[config.mk]
export PLATFORM = sky130hd
export DESIGN_NAME = l2_mem_arbiter
export DESIGN_NICKNAME = d
export VERILOG_FILES = /design/src/rtl/l2_arb_pkg.sv /design/src/rtl/l2_arb_pick.sv /design/src/rtl/l2_mem_arbiter.sv
export SDC_FILE = /design/constraint.sdc
export NUM_CORES = 1
export LEC_CHECK = 0
export ABC_AREA = 1
export CAP_MARGIN = 20
export CORE_AREA = 10 10 326 328
export CTS_BUF_LIST = sky130_fd_sc_hd__clkbuf_4
export DETAILED_ROUTE_END_ITERATION = 10
export DIE_AREA = 0 0 336 338
export PLACE_DENSITY = 0.4
export SYNTH_ARGS = -nofsm -noshare
export SYNTH_HDL_FRONTEND = slang
export SYNTH_SLANG_ARGS = --single-unit
[constraint.sdc]
create_clock -name clk -period 1.53 [get_ports clk]
set_input_delay 0.153 -clock clk [delete_from_list [all_inputs] [get_ports clk]]
set_output_delay 0.153 -clock clk [all_outputs]
set_load 0.005 [all_outputs]
[src/rtl/l2_arb_pkg.sv]
// Shared widths, FSM state encoding, requester ids and the latched
// transaction record for the two-requester L2 memory arbiter.
package l2_arb_pkg;

  localparam int ADDR_W = 28;
  localparam int DATA_W = 128;

  localparam logic REQ_I = 1'b0;
  localparam logic REQ_D = 1'b1;

  typedef enum logic [1:0] {
    IDLE = 2'd0,
    BUSY = 2'd1,
    RESP = 2'd2,
    GAP  = 2'd3
  } arb_state_e;

  typedef struct packed {
    logic              op_write;
    logic [ADDR_W-1:0] addr;
    logic [DATA_W-1:0] wdata;
  } txn_t;

endpackage

[src/rtl/l2_arb_pick.sv]
// Combinational owner selection between the I and D requesters.
// ARB_RR_EN selects round-robin; otherwise D has fixed priority over I.
module l2_arb_pick
  import l2_arb_pkg::*;
(
  input  logic i_req_i,
  input  logic i_req_d,
`ifdef ARB_RR_EN
  input  logic i_last,
`endif
  output logic o_grant,
  output logic o_owner
);

  assign o_grant = i_req_i | i_req_d;

`ifdef ARB_RR_EN
  // On contention the requester that did not win last time gets the port.
  always_comb begin
    // NOTE: every always_comb output gets a default first so no path can infer a latch.
    o_owner = REQ_I;
    if (i_req_i && i_req_d) o_owner = (i_last == REQ_I) ? REQ_D : REQ_I;
    else if (i_req_d)       o_owner = REQ_D;
  end
`else
  assign o_owner = i_req_d ? REQ_D : REQ_I;
`endif

endmodule

[src/rtl/l2_mem_arbiter.sv]
// Arbitrates the single 128-bit memory port between the I-side and D-side L2s.
// Define ARB_RR_EN for round-robin arbitration; default is fixed D-over-I priority.
module l2_mem_arbiter
  import l2_arb_pkg::*;
(
  input  logic              clk,
  input  logic              proc_reset_n,

  input  logic              i_read,
  input  logic              i_write,
  input  logic [ADDR_W-1:0] i_addr,
  input  logic [DATA_W-1:0] i_wdata,
  output logic [DATA_W-1:0] i_rdata,
  output logic              i_ready,

  input  logic              d_read,
  input  logic              d_write,
  input  logic [ADDR_W-1:0] d_addr,
  input  logic [DATA_W-1:0] d_wdata,
  output logic [DATA_W-1:0] d_rdata,
  output logic              d_ready,

  output logic              mem_read,
  output logic              mem_write,
  output logic [ADDR_W-1:0] mem_addr,
  output logic [DATA_W-1:0] mem_wdata,
  input  logic [DATA_W-1:0] mem_rdata,
  input  logic              mem_ready
);

  arb_state_e        r_state;
  logic              r_owner;
  txn_t              r_txn;
  logic              r_mem_read;
  logic              r_mem_write;
  logic              r_i_ready;
  logic              r_d_ready;
  logic [DATA_W-1:0] r_i_rdata;
  logic [DATA_W-1:0] r_d_rdata;

  logic              w_i_act;
  logic              w_d_act;
  logic              w_grant;
  logic              w_owner;
  txn_t              w_req;

  assign w_i_act = i_read | i_write;
  assign w_d_act = d_read | d_write;

`ifdef ARB_RR_EN
  logic r_last;

  always_ff @(posedge clk or negedge proc_reset_n) begin
    if (!proc_reset_n)                   r_last <= REQ_I;
    else if (r_state == IDLE && w_grant) r_last <= w_owner;
  end

  l2_arb_pick u_pick (
    .i_req_i (w_i_act),
    .i_req_d (w_d_act),
    .i_last  (r_last),
    .o_grant (w_grant),
    .o_owner (w_owner)
  );
`else
  l2_arb_pick u_pick (
    .i_req_i (w_i_act),
    .i_req_d (w_d_act),
    .o_grant (w_grant),
    .o_owner (w_owner)
  );
`endif

  // A write wins when a requester raises read and write together.
  always_comb begin
    w_req = '0;
    if (w_owner == REQ_D) w_req = '{op_write: d_write, addr: d_addr, wdata: d_wdata};
    else                  w_req = '{op_write: i_write, addr: i_addr, wdata: i_wdata};
  end

  always_ff @(posedge clk or negedge proc_reset_n) begin
    if (!proc_reset_n) begin
      r_state     <= IDLE;
      r_owner     <= REQ_I;
      r_txn       <= '0;
      r_mem_read  <= 1'b0;
      r_mem_write <= 1'b0;
      r_i_ready   <= 1'b0;
      r_d_ready   <= 1'b0;
      r_i_rdata   <= '0;
      r_d_rdata   <= '0;
    end else begin
      // NOTE: state is updated with non-blocking assignments so every branch sees pre-edge values.
      case (r_state)
        IDLE: begin
          if (w_grant) begin
            r_owner     <= w_owner;
            r_txn       <= w_req;
            r_mem_write <= w_req.op_write;
            r_mem_read  <= ~w_req.op_write;
            r_state     <= BUSY;
          end
        end
        // Requester inputs are ignored here; only mem_ready ends the transaction.
        BUSY: begin
          if (mem_ready) begin
            r_mem_read  <= 1'b0;
            r_mem_write <= 1'b0;
            if (r_owner == REQ_D) begin
              r_d_ready <= 1'b1;
              r_d_rdata <= mem_rdata;
            end else begin
              r_i_ready <= 1'b1;
              r_i_rdata <= mem_rdata;
            end
            r_state <= RESP;
          end
        end
        RESP: begin
          r_i_ready <= 1'b0;
          r_d_ready <= 1'b0;
          r_state   <= GAP;
        end
        GAP:     r_state <= IDLE;
        default: r_state <= IDLE;
      endcase
    end
  end

  assign mem_read  = r_mem_read;
  assign mem_write = r_mem_write;
  assign mem_addr  = r_txn.addr;
  assign mem_wdata = r_txn.wdata;
  assign i_ready   = r_i_ready;
  assign d_ready   = r_d_ready;
  assign i_rdata   = r_i_rdata;
  assign d_rdata   = r_d_rdata;

endmodule
==> run summary, run 1 <==
Worst EP arrival: 2630 ps
Initial DRC Count: 776
Setup violators final: 824
Detailed placement HPWL: 69.7 mm
Worst VDD drop: 796 uV
Tot GR Track Use: 16.1%
Vias/cell: 3.96
Antenna violations before repair: 5
Pin count of the biggest net entering global routing: 72
Synth cell types: 19
Post-synth top area cell: dfrtp_1
Worst hold path type: in2reg
Seq/Total Area, Yosys: 60.2%
CP top delay family: buffers and inverters
Syn Nets: 2463
Fin crit share: 114%
Synth Register Bits: 419
Wire per inst: 19.6 um
Most common cell in the netlist: nand2_1
Hold Vio Cnt, Final: 0
Worst Setup Start Kind: flip-flop
Final Skew: 47.2 ps
Failing checks: setup timing
Die area: 114000 um^2
CTS max path bufs: 3
Root buffer cell: clkbuf_4
Syn avg cell area: 8.65 um^2
Final Power: 64.4 mW
First-pass GRT wire length: 136 mm
DRT Pass-1 Iters: 4
Die Ht: 338 um
CP Buf/Inv Count: 6
Starting Density: 17.5%
CP dominant cell by count: buf_12
Tmin final: 1740 ps
Post-route DRC: 0
CP Capture Type: flip-flop
Async SR Flop Fraction: 100%
Share of cells above drive strength 1: 35.0%
Final-stage net count: 4187
Area grow syn2layout: 122%
CP max stage cell: dfrtp_1
Max-Cap Viols: 0
Critical path type: reg2reg
Setup WS post-layout: -212 ps
Vias: 20300
Std-Cell Rows: 116
Worst-path clk slew: 50 ps
Slew HR: 38.6%
TritonCTS Buffers: 135
TritonCTS clock tree: done
Synth warn: 0
Post-Synthesis Cells: 2012
Sinks on Clock Net: 419
Post-Route WL: 101 mm
Congestion Overflow GR: 0
Leakage Power: 18.9 nW
F_max: 574 MHz
Setup TNS: -80110 ps
Post-DRT Antenna Nets: 0
Max stage delay on crit path: 380 ps
IO buf count: 862
Status: finished with violations
Total core area: 99600 um^2
Ys flop type: dfrtp_1
H-tree Lvls: 4
RePlAce Congestion: 0.809
Max FO, Critical Path: 6
Top Ports: 863
CP cell instances: inv_2, ha_4, inv_4, nor2_4, nand2_8, buf_12, buf_12, buf_12, buf_16, o21ai_2
Post-synth EDFFs: 0
Slew Limit Fails: 0
Worst skew pair latency: 960 ps
Post-synth top area share: 60.2%
RSZ-0062 raised after global routing: yes
Synth area leaders: dfrtp_1 (60%), o21ai_0 (14%), nand2_1 (13%), inv_1 (6.3%), o21ai_1 (2.4%)
Most common library cells after synthesis: nand2_1 (584), o21ai_0 (491), dfrtp_1 (419)
WP data required: 2410 ps
Chip Width: 336 um
Vias in the first global route: 20800
Worst-margin pin slew: 917 ps
Pwr dens: 1660 nW/um^2
Syn Std Cell Area: 17400 um^2
==> layer usage <==
metal  share of wire (%)  track usage (%)  vias to the layer above  wire length, um
met5               0.013                0                        -               13
met4                 3.2             6.24                        2             3240
met3                 6.8             5.57                      161             6810
met2                  51             28.4                      619            51400
met1                  39             17.7                     9599            39200
li1                    -                -                     9896                -
==> worst register-to-register path, delay by kind of cell, from the launching register on <==
kind	cells	cell delay (ps)
AND/OR/NAND/NOR	2	250
AO/OA/AOI/OAI	1	100
adder cells (fa/ha/maj)	1	170
flip-flops	1	380
buffers and inverters	6	770
==> kinds of logic (layout without fill, tap and decap cells) <==
| kind of cell | count (synthesis) | count (layout) | share of synthesized area, % |
|---|---|---|---|
| adder cells (fa/ha/maj) | 4 | 4 | 0.288 |
| AO/OA/AOI/OAI | 575 | 575 | 16.5 |
| other | 0 | 13 | 0 |
| AND/OR/NAND/NOR | 598 | 602 | 13.0 |
| buffers and inverters | 416 | 2213 | 9.89 |
| flip-flops | 419 | 419 | 60.2 |
==> path summary, 6_finish.rpt <==
check | slack [ps] | from | to | depth (start not counted)
max reg2reg | -210 | r_state[1]$_DFFE_PN0P_ | i_rdata[51]$_DFFE_PN0P_ | 10
max in group asynchronous | -40 | proc_reset_n | d_rdata[86]$_DFFE_PN0P_ | 5
max | -210 | r_state[1]$_DFFE_PN0P_ | i_rdata[51]$_DFFE_PN0P_ | 10
min reg2reg | 480 | d_rdata[109]$_DFFE_PN0P_ | d_rdata[109]$_DFFE_PN0P_ | 2
min in group asynchronous | 970 | proc_reset_n | mem_wdata[86]$_DFFE_PN0P_ | 4
min | 150 | d_addr[7] | mem_addr[7]$_DFFE_PN0P_ | 4
==> area by class of cell <==
cell class | instances | area [um^2]
Fill cell | 10200 | 60900
Sequential cell | 419 | 10500
Antenna cell | 13 | 32.5
Clock buffer | 184 | 1380
Tap cell | 1298 | 1620
Multi-Input combinational cell | 1181 | 6620
Inverter | 292 | 1110
Clock inverter | 30 | 238
Timing Repair Buffer | 1707 | 17200
==> flip-flops by register name (all words and copies together), names as in the netlist <==
name and count:
mem_write 1, i_rdata 128, d_ready 1, d_rdata 128
r_state 2, mem_read 1, r_owner 1, mem_wdata 128
i_ready 1, mem_addr 28
==> repair_timing <==
action / 4_1_cts / 5_1_grt
gates resized for setup: 2038 / 642
hold endpoints to repair: 833 / 0
endpoints found under the setup margin: 675 / 932
hold buffers: 443 / 0
pin swaps: 1 / 8
buffers inserted: 110 / 130
gates cloned: 32 / 39
==> where the power goes <==
part           switching (mW)  total (mW)  internal (mW)
Combinational            14.2        32.8           18.6
Clock                    5.42        11.6           6.16
Sequential               3.70        20.0           16.3
==> metrics by stage <==
step	utilization (%)	area, um^2	setup WS [ps]	std cells	hold WS, ps
after floorplan	-	17400	3.73	2012	-143
after CTS	35.5	35300	-419	4954	24.1
after global placement	28.4	28300	-303	4155	261
after detailed placement	28.4	28300	-310	4155	263
final	38.9	38700	-212	5124	146
after global routing	38.8	38700	-410	5123	41.8
==> cell usage in the layout, fill, tap and decap left out, types with 3 or more instances in the layout <==
cell / instances
dfrtp_2: 6
nand2_1: 412
clkinv_1: 15
o21ai_0: 273
buf_16: 36
buf_2: 219
clkdlybuf4s50_1: 445
nor2_1: 3
clkbuf_16: 28
bufinv_16: 4
dlygate4sd3_1: 443
nand2_2: 93
nand2_4: 79
o21ai_2: 122
buf_6: 218
diode_2: 13
dfrtp_1: 413
inv_2: 7
clkbuf_4: 184
buf_4: 259
nand3_1: 4
o21ai_1: 178
inv_1: 288
nand2_8: 6
buf_8: 14
buf_12: 45
(Power assumes the default switching activity.)
==> run 2: changes to the inputs <==
==> constraint.sdc (replaced) <==
create_clock -name clk -period 1.53 [get_ports clk]
set_input_delay 0.459 -clock clk [delete_from_list [all_inputs] [get_ports clk]]
set_output_delay 0.459 -clock clk [all_outputs]
set_load 0.005 [all_outputs]
==> run summary, run 2 (synthesized netlist as in run 1, its figures left out) <==
Status: finished with violations (unchanged)
Failing checks: setup timing (unchanged)
Worst-path clk slew: 80 ps (was 50 ps)
Worst skew pair latency: 1020 ps (was 960 ps)
Hold Vio Cnt, Final: 0 (unchanged)
Worst VDD drop: 659 uV (was 796 uV)
TritonCTS Buffers: 135 (unchanged)
CP top delay family: flip-flops (was buffers and inverters)
Worst Setup Start Kind: flip-flop (unchanged)
Area grow syn2layout: 110% (was 122%)
Total core area: 99600 um^2 (unchanged)
Share of cells above drive strength 1: 33.8% (was 35.0%)
Die Ht: 338 um (unchanged)
Final-stage net count: 4002 (was 4187)
CP cell instances: buf_2 (was inv_2, ha_4, inv_4, nor2_4, nand2_8, buf_12, buf_12, buf_12, buf_16, o21ai_2)
CP Capture Type: primary output (was flip-flop)
WP data required: 1070 ps (was 2410 ps)
Setup violators final: 755 (was 824)
Fill count: 10400 (was 10200)
Max FO, Critical Path: 2 (was 6)
Root buffer cell: clkbuf_4 (unchanged)
Fin crit share: 138% (was 114%)
F_max: 473 MHz (was 574 MHz)
First-pass GRT wire length: 134 mm (was 136 mm)
Congestion Overflow GR: 0 (unchanged)
Most common cell after layout, fill and taps aside: nand2_1 (was clkdlybuf4s50_1)
Vias: 19500 (was 20300)
CP max stage cell: dfrtp_1 (unchanged)
CP Buf/Inv Count: 1 (was 6)
Tot GR Track Use: 16.1% (about the same)
Initial DRC Count: 727 (was 776)
Non-filler cells, final: 4939 (was 5124)
Top Ports: 863 (unchanged)
Leakage Power: 18.0 nW (was 18.9 nW)
Setup WS post-layout: -584 ps (was -212 ps)
Pin count of the biggest net entering global routing: 50 (was 72)
Antenna violations before repair: 11 (was 5)
Worst-margin pin slew: 771 ps (was 917 ps)
TritonCTS clock tree: done (unchanged)
RePlAce Congestion: 0.818 (was 0.809)
Slew Limit Fails: 0 (unchanged)
Critical path type: reg2out (was reg2reg)
Most frequent cells in the layout: nand2_1 (465), clkdlybuf4s50_1 (445), dfrtp_1 (411), o21ai_0 (364) (was clkdlybuf4s50_1 (445), dlygate4sd3_1 (443), dfrtp_1 (413), nand2_1 (412), inv_1 (288))
Max stage delay on crit path: 440 ps (was 380 ps)
Slew HR: 48.4% (was 38.6%)
Vias/cell: 3.95 (was 3.96)
Max-Cap Viols: 0 (unchanged)
Worst EP arrival: 1650 ps (was 2630 ps)
Vias in the first global route: 20000 (was 20800)
Chip Width: 336 um (unchanged)
Post-route DRC: 0 (unchanged)
Placed cells: 4151 (was 4155)
Tmin final: 2110 ps (was 1740 ps)
Post-DRT Antenna Nets: 0 (unchanged)
Std-Cell Rows: 116 (unchanged)
RSZ-0062 raised after global routing: yes (unchanged)
Detailed placement HPWL: 70.0 mm (was 69.7 mm)
Final Skew: 52.7 ps (was 47.2 ps)
Post-DP Area: 28300 um^2 (about the same)
Worst hold path type: in2reg (unchanged)
H-tree Lvls: 4 (unchanged)
Post-Route WL: 100 mm (was 101 mm)
IO buf count: 862 (unchanged)
Starting Density: 17.5% (unchanged)
Sinks on Clock Net: 419 (unchanged)
Die area: 114000 um^2 (unchanged)
Final instance area: 36600 um^2 (was 38700 um^2)
CTS max path bufs: 3 (unchanged)
Finished Core Util: 36.8% (was 38.9%)
Pwr dens: 1760 nW/um^2 (was 1660 nW/um^2)
Wire per inst: 20.3 um (was 19.6 um)
DRT Pass-1 Iters: 4 (unchanged)
Hold Slack: 137 ps (was 146 ps)
-- run 2: changes by cell type in the layout (fill, tap and decap cells not counted), sizes merged, moves of 2 or more --
cell,previous run,this run
dlygate4sd3,443,289
buf,791,758
clkbuf,212,215
diode,13,10
inv,297,299
nand2,590,592
-- run 2: through the flow --
stage / total power, mW / TNS, ps / worst slack [ps]
2_1_floorplan: 26.4 / 0 / 3.73
3_3_place_gp: 43.5 / -155440 / -543
3_5_place_dp: 43.5 / -153410 / -593
4_1_cts: 58.1 / -289270 / -781
5_1_grt: 68.8 / -337400 / -758
6_report: 64.5 / -245740 / -584
-- run 2: timing repair --
action | CTS | global route
pin swaps | 1 | 25
setup endpoints to repair | 823 | 832
hold buffers | 289 | 0
endpoints found under the hold margin | 775 | 0
cloned | 29 | 40
setup buffers | 91 | 120
gates resized for setup | 2028 | 442
-- run 2: layout make-up --
class                           instances  area, um^2  share of cell area (%)
Antenna cell                           10        25.0                  0.0684
Clock buffer                          187        1400                    3.84
Clock inverter                         30         249                   0.680
Inverter                              292        1100                    3.02
Multi-Input combinational cell       1183        6370                    17.4
Sequential cell                       419       10500                    28.7
Tap cell                             1298        1620                    4.44
Timing Repair Buffer                 1520       15300                    41.9
-- run 2: worst paths after layout --
path / slack, ps / from / depth (start not counted) / to
worst min-delay path: 140 / i_wdata[64] / 5 / mem_wdata[64]$_DFFE_PN0P_
worst max register to register: -370 / r_state[1]$_DFFE_PN0P_ / 9 / mem_wdata[80]$_DFFE_PN0P_
min in group asynchronous: 150 / proc_reset_n / 3 / i_rdata[24]$_DFFE_PN0P_
max in group asynchronous: 110 / proc_reset_n / 3 / d_rdata[118]$_DFFE_PN0P_
worst max-delay path: -580 / d_rdata[5]$_DFFE_PN0P_ / 1 / d_rdata[5]
worst min register to register: 480 / d_rdata[77]$_DFFE_PN0P_ / 2 / d_rdata[77]$_DFFE_PN0P_
-- run 2: metal layers --
metal	track usage (%)	wire length, um	up-vias
met5	0	48	-
met4	7.10	3220	8
met3	5.90	7620	163
met2	28.0	50700	616
met1	17.3	38700	9191
li1	-	-	9509
-- run 2: power by group --
group          total, mW  switching [mW]  internal (mW)
clock               11.8            5.65           6.15
combinational       32.7            14.3           18.3
sequential          20.0            3.70           16.3
total               64.5            23.7           40.8
-- run 2: tightest hold or removal path, delay by kind of cell --
family	cells	cell delay, ps
compound gates	2	160
simple gates	1	40
buf+inv	2	460
==> run 3: changes to the inputs <==
--- a/config.mk
+++ b/config.mk
@@ -12,6 +12,8 @@
 export DETAILED_ROUTE_END_ITERATION = 10
 export DIE_AREA = 0 0 336 338
 export PLACE_DENSITY = 0.4
+export RECOVER_POWER = 100
+export SLEW_MARGIN = 40
 export SYNTH_ARGS = -nofsm -noshare
 export SYNTH_HDL_FRONTEND = slang
 export SYNTH_SLANG_ARGS = --single-unit
==> run summary, run 3 (synthesized netlist as in run 1, its figures left out) <==
Detailed placement HPWL: 70.0 mm (unchanged)
Finished Core Util: 36.7% (was 36.8%)
Post-Route WL: 100 mm (about the same)
Area grow syn2layout: 110% (about the same)
Slew Limit Fails: 0 (unchanged)
CP max stage cell: dfrtp_1 (unchanged)
Hold Slack: 144 ps (was 137 ps)
TritonCTS Buffers: 135 (unchanged)
Status: finished with violations (unchanged)
RSZ-0062 raised after global routing: yes (unchanged)
Vias in the first global route: 20000 (unchanged)
CP cell instances: buf_2 (unchanged)
Pwr dens: 1770 nW/um^2 (was 1760 nW/um^2)
CP Capture Type: primary output (unchanged)
Fin crit share: 138% (about the same)
Post-DRT Antenna Nets: 0 (unchanged)
Placed cells: 4151 (unchanged)
RePlAce Congestion: 0.818 (unchanged)
Met3 usage: 5.90% (unchanged)
Max FO, Critical Path: 2 (unchanged)
Most frequent cells in the layout: nand2_1 (465), clkdlybuf4s50_1 (445), dfrtp_1 (411), o21ai_0 (364), inv_1 (289) (was nand2_1 (465), clkdlybuf4s50_1 (445), dfrtp_1 (411), o21ai_0 (364))
Worst hold path type: in2reg (unchanged)
H-tree Lvls: 4 (unchanged)
Max stage delay on crit path: 430 ps (was 440 ps)
Worst-path clk slew: 80 ps (about the same)
Vias: 19500 (about the same)
Fill count: 10400 (about the same)
Worst VDD drop: 659 uV (about the same)
Max-Cap Viols: 0 (unchanged)
Tot GR Track Use: 16.1% (unchanged)
Worst skew pair latency: 1000 ps (was 1020 ps)
F_max: 474 MHz (was 473 MHz)
CTS max path bufs: 3 (unchanged)
Post-route DRC: 0 (unchanged)
Most common cell after layout, fill and taps aside: nand2_1 (unchanged)
Final Power: 64.4 mW (was 64.5 mW)
Slew HR: 26.8% (was 48.4%)
Pre-CTS setup slack: -593 ps (unchanged)
Met2 Usage GRT: 28.0% (unchanged)
First-pass GRT wire length: 134 mm (unchanged)
Chip Width: 336 um (unchanged)
WP data required: 1070 ps (about the same)
CP Buf/Inv Count: 1 (unchanged)
Top Usage Layer GRT: met2 (unchanged)
Met1 Use GR: 17.3% (unchanged)
Worst Setup Start Kind: flip-flop (unchanged)
Post-DP Area: 28300 um^2 (unchanged)
Hold Vio Cnt, Final: 0 (unchanged)
Root buffer cell: clkbuf_4 (unchanged)
Critical path type: reg2out (unchanged)
Initial DRC Count: 751 (was 727)
Final-stage net count: 4002 (unchanged)
CP top delay family: flip-flops (unchanged)
Wire per inst: 20.3 um (about the same)
Top Ports: 863 (unchanged)
Tmin final: 2110 ps (about the same)
Final Skew: 56.9 ps (was 52.7 ps)
Sinks on Clock Net: 419 (unchanged)
Setup violators final: 840 (was 755)
IO buf count: 862 (unchanged)
Non-filler cells, final: 4938 (was 4939)
Starting Density: 17.5% (unchanged)
Die area: 114000 um^2 (unchanged)
Leakage Power: 18.0 nW (about the same)
DRT Pass-1 Iters: 4 (unchanged)
Std-Cell Rows: 116 (unchanged)
Failing checks: setup timing (unchanged)
Final instance area: 36500 um^2 (was 36600 um^2)
Congestion Overflow GR: 0 (unchanged)
Setup WS post-layout: -578 ps (was -584 ps)
Share of cells above drive strength 1: 33.8% (about the same)
Die Ht: 338 um (unchanged)
Worst EP arrival: 1650 ps (about the same)
Antenna violations before repair: 12 (was 11)
Setup TNS: -263980 ps (was -245740 ps)
Total core area: 99600 um^2 (unchanged)
Pin count of the biggest net entering global routing: 50 (unchanged)
Vias/cell: 3.94 (was 3.95)
TritonCTS clock tree: done (unchanged)
Worst-margin pin slew: 1100 ps (was 771 ps)
## run 3: per-layer routing
layer  wire, um  up-vias  share of wire [%]
li1           -     9513                  -
met1      38800     9156                 39
met2      50700      615                 51
met3       7480      169                7.5
met4       3290        8                3.3
met5         48        -              0.048
## run 3: repair_timing
| item | in CTS | in global routing |
|---|---|---|
| setup endpoints to repair | 823 | 832 |
| resized for setup | 2028 | 442 |
| setup buffers | 91 | 120 |
| pin swaps | 1 | 25 |
| gates cloned | 29 | 40 |
| hold endpoints to repair | 775 | 0 |
| hold buffers | 289 | 0 |
## run 3: power breakdown
part | switching [mW] | internal, mW | total (mW) | leakage [nW]
Combinational | 14.3 | 18.3 | 32.6 | 11.8
Sequential | 3.69 | 16.3 | 20.0 | 5.22
Clock | 5.63 | 6.15 | 11.8 | 0.973
## run 3: worst paths after layout
kind                                              start                        end  cells past startpoint  slack (ps)
min in group asynchronous                  proc_reset_n    i_rdata[24]$_DFFE_PN0P_                      3         840
worst min-delay path                        i_wdata[64]  mem_wdata[64]$_DFFE_PN0P_                      5         140
worst min register to register  d_rdata[77]$_DFFE_PN0P_    d_rdata[77]$_DFFE_PN0P_                      2         480
max in group asynchronous                  proc_reset_n    i_rdata[14]$_DFFE_PN0P_                      5        -400
worst max register to register   r_state[1]$_DFFE_PN0P_  mem_wdata[37]$_DFFE_PN0P_                     10        -360
worst max-delay path             d_rdata[5]$_DFFE_PN0P_                 d_rdata[5]                      1        -580
## run 3: final cells by class
cell class                 count  area (um^2)  share of cell area, %
inverter                     292         1100                   3.01
tap                         1298         1620                   4.45
multi-input combinational   1183         6370                   17.5
antenna                        9         22.5                 0.0617
sequential                   419        10500                   28.8
clock buffer                 187         1400                   3.85
clock inverter                30          249                  0.682
timing repair buffer        1520        15200                   41.7
## run 3: worst register-to-register path, delay by kind of cell, from the launching register on
kind / cells / cell delay [ps]
AOI/OAI and AO/OA: 1 / 50
adders and majority gates: 1 / 330
buffers and inverters: 6 / 820
DFF: 1 / 400
and+or+nand+nor: 2 / 190
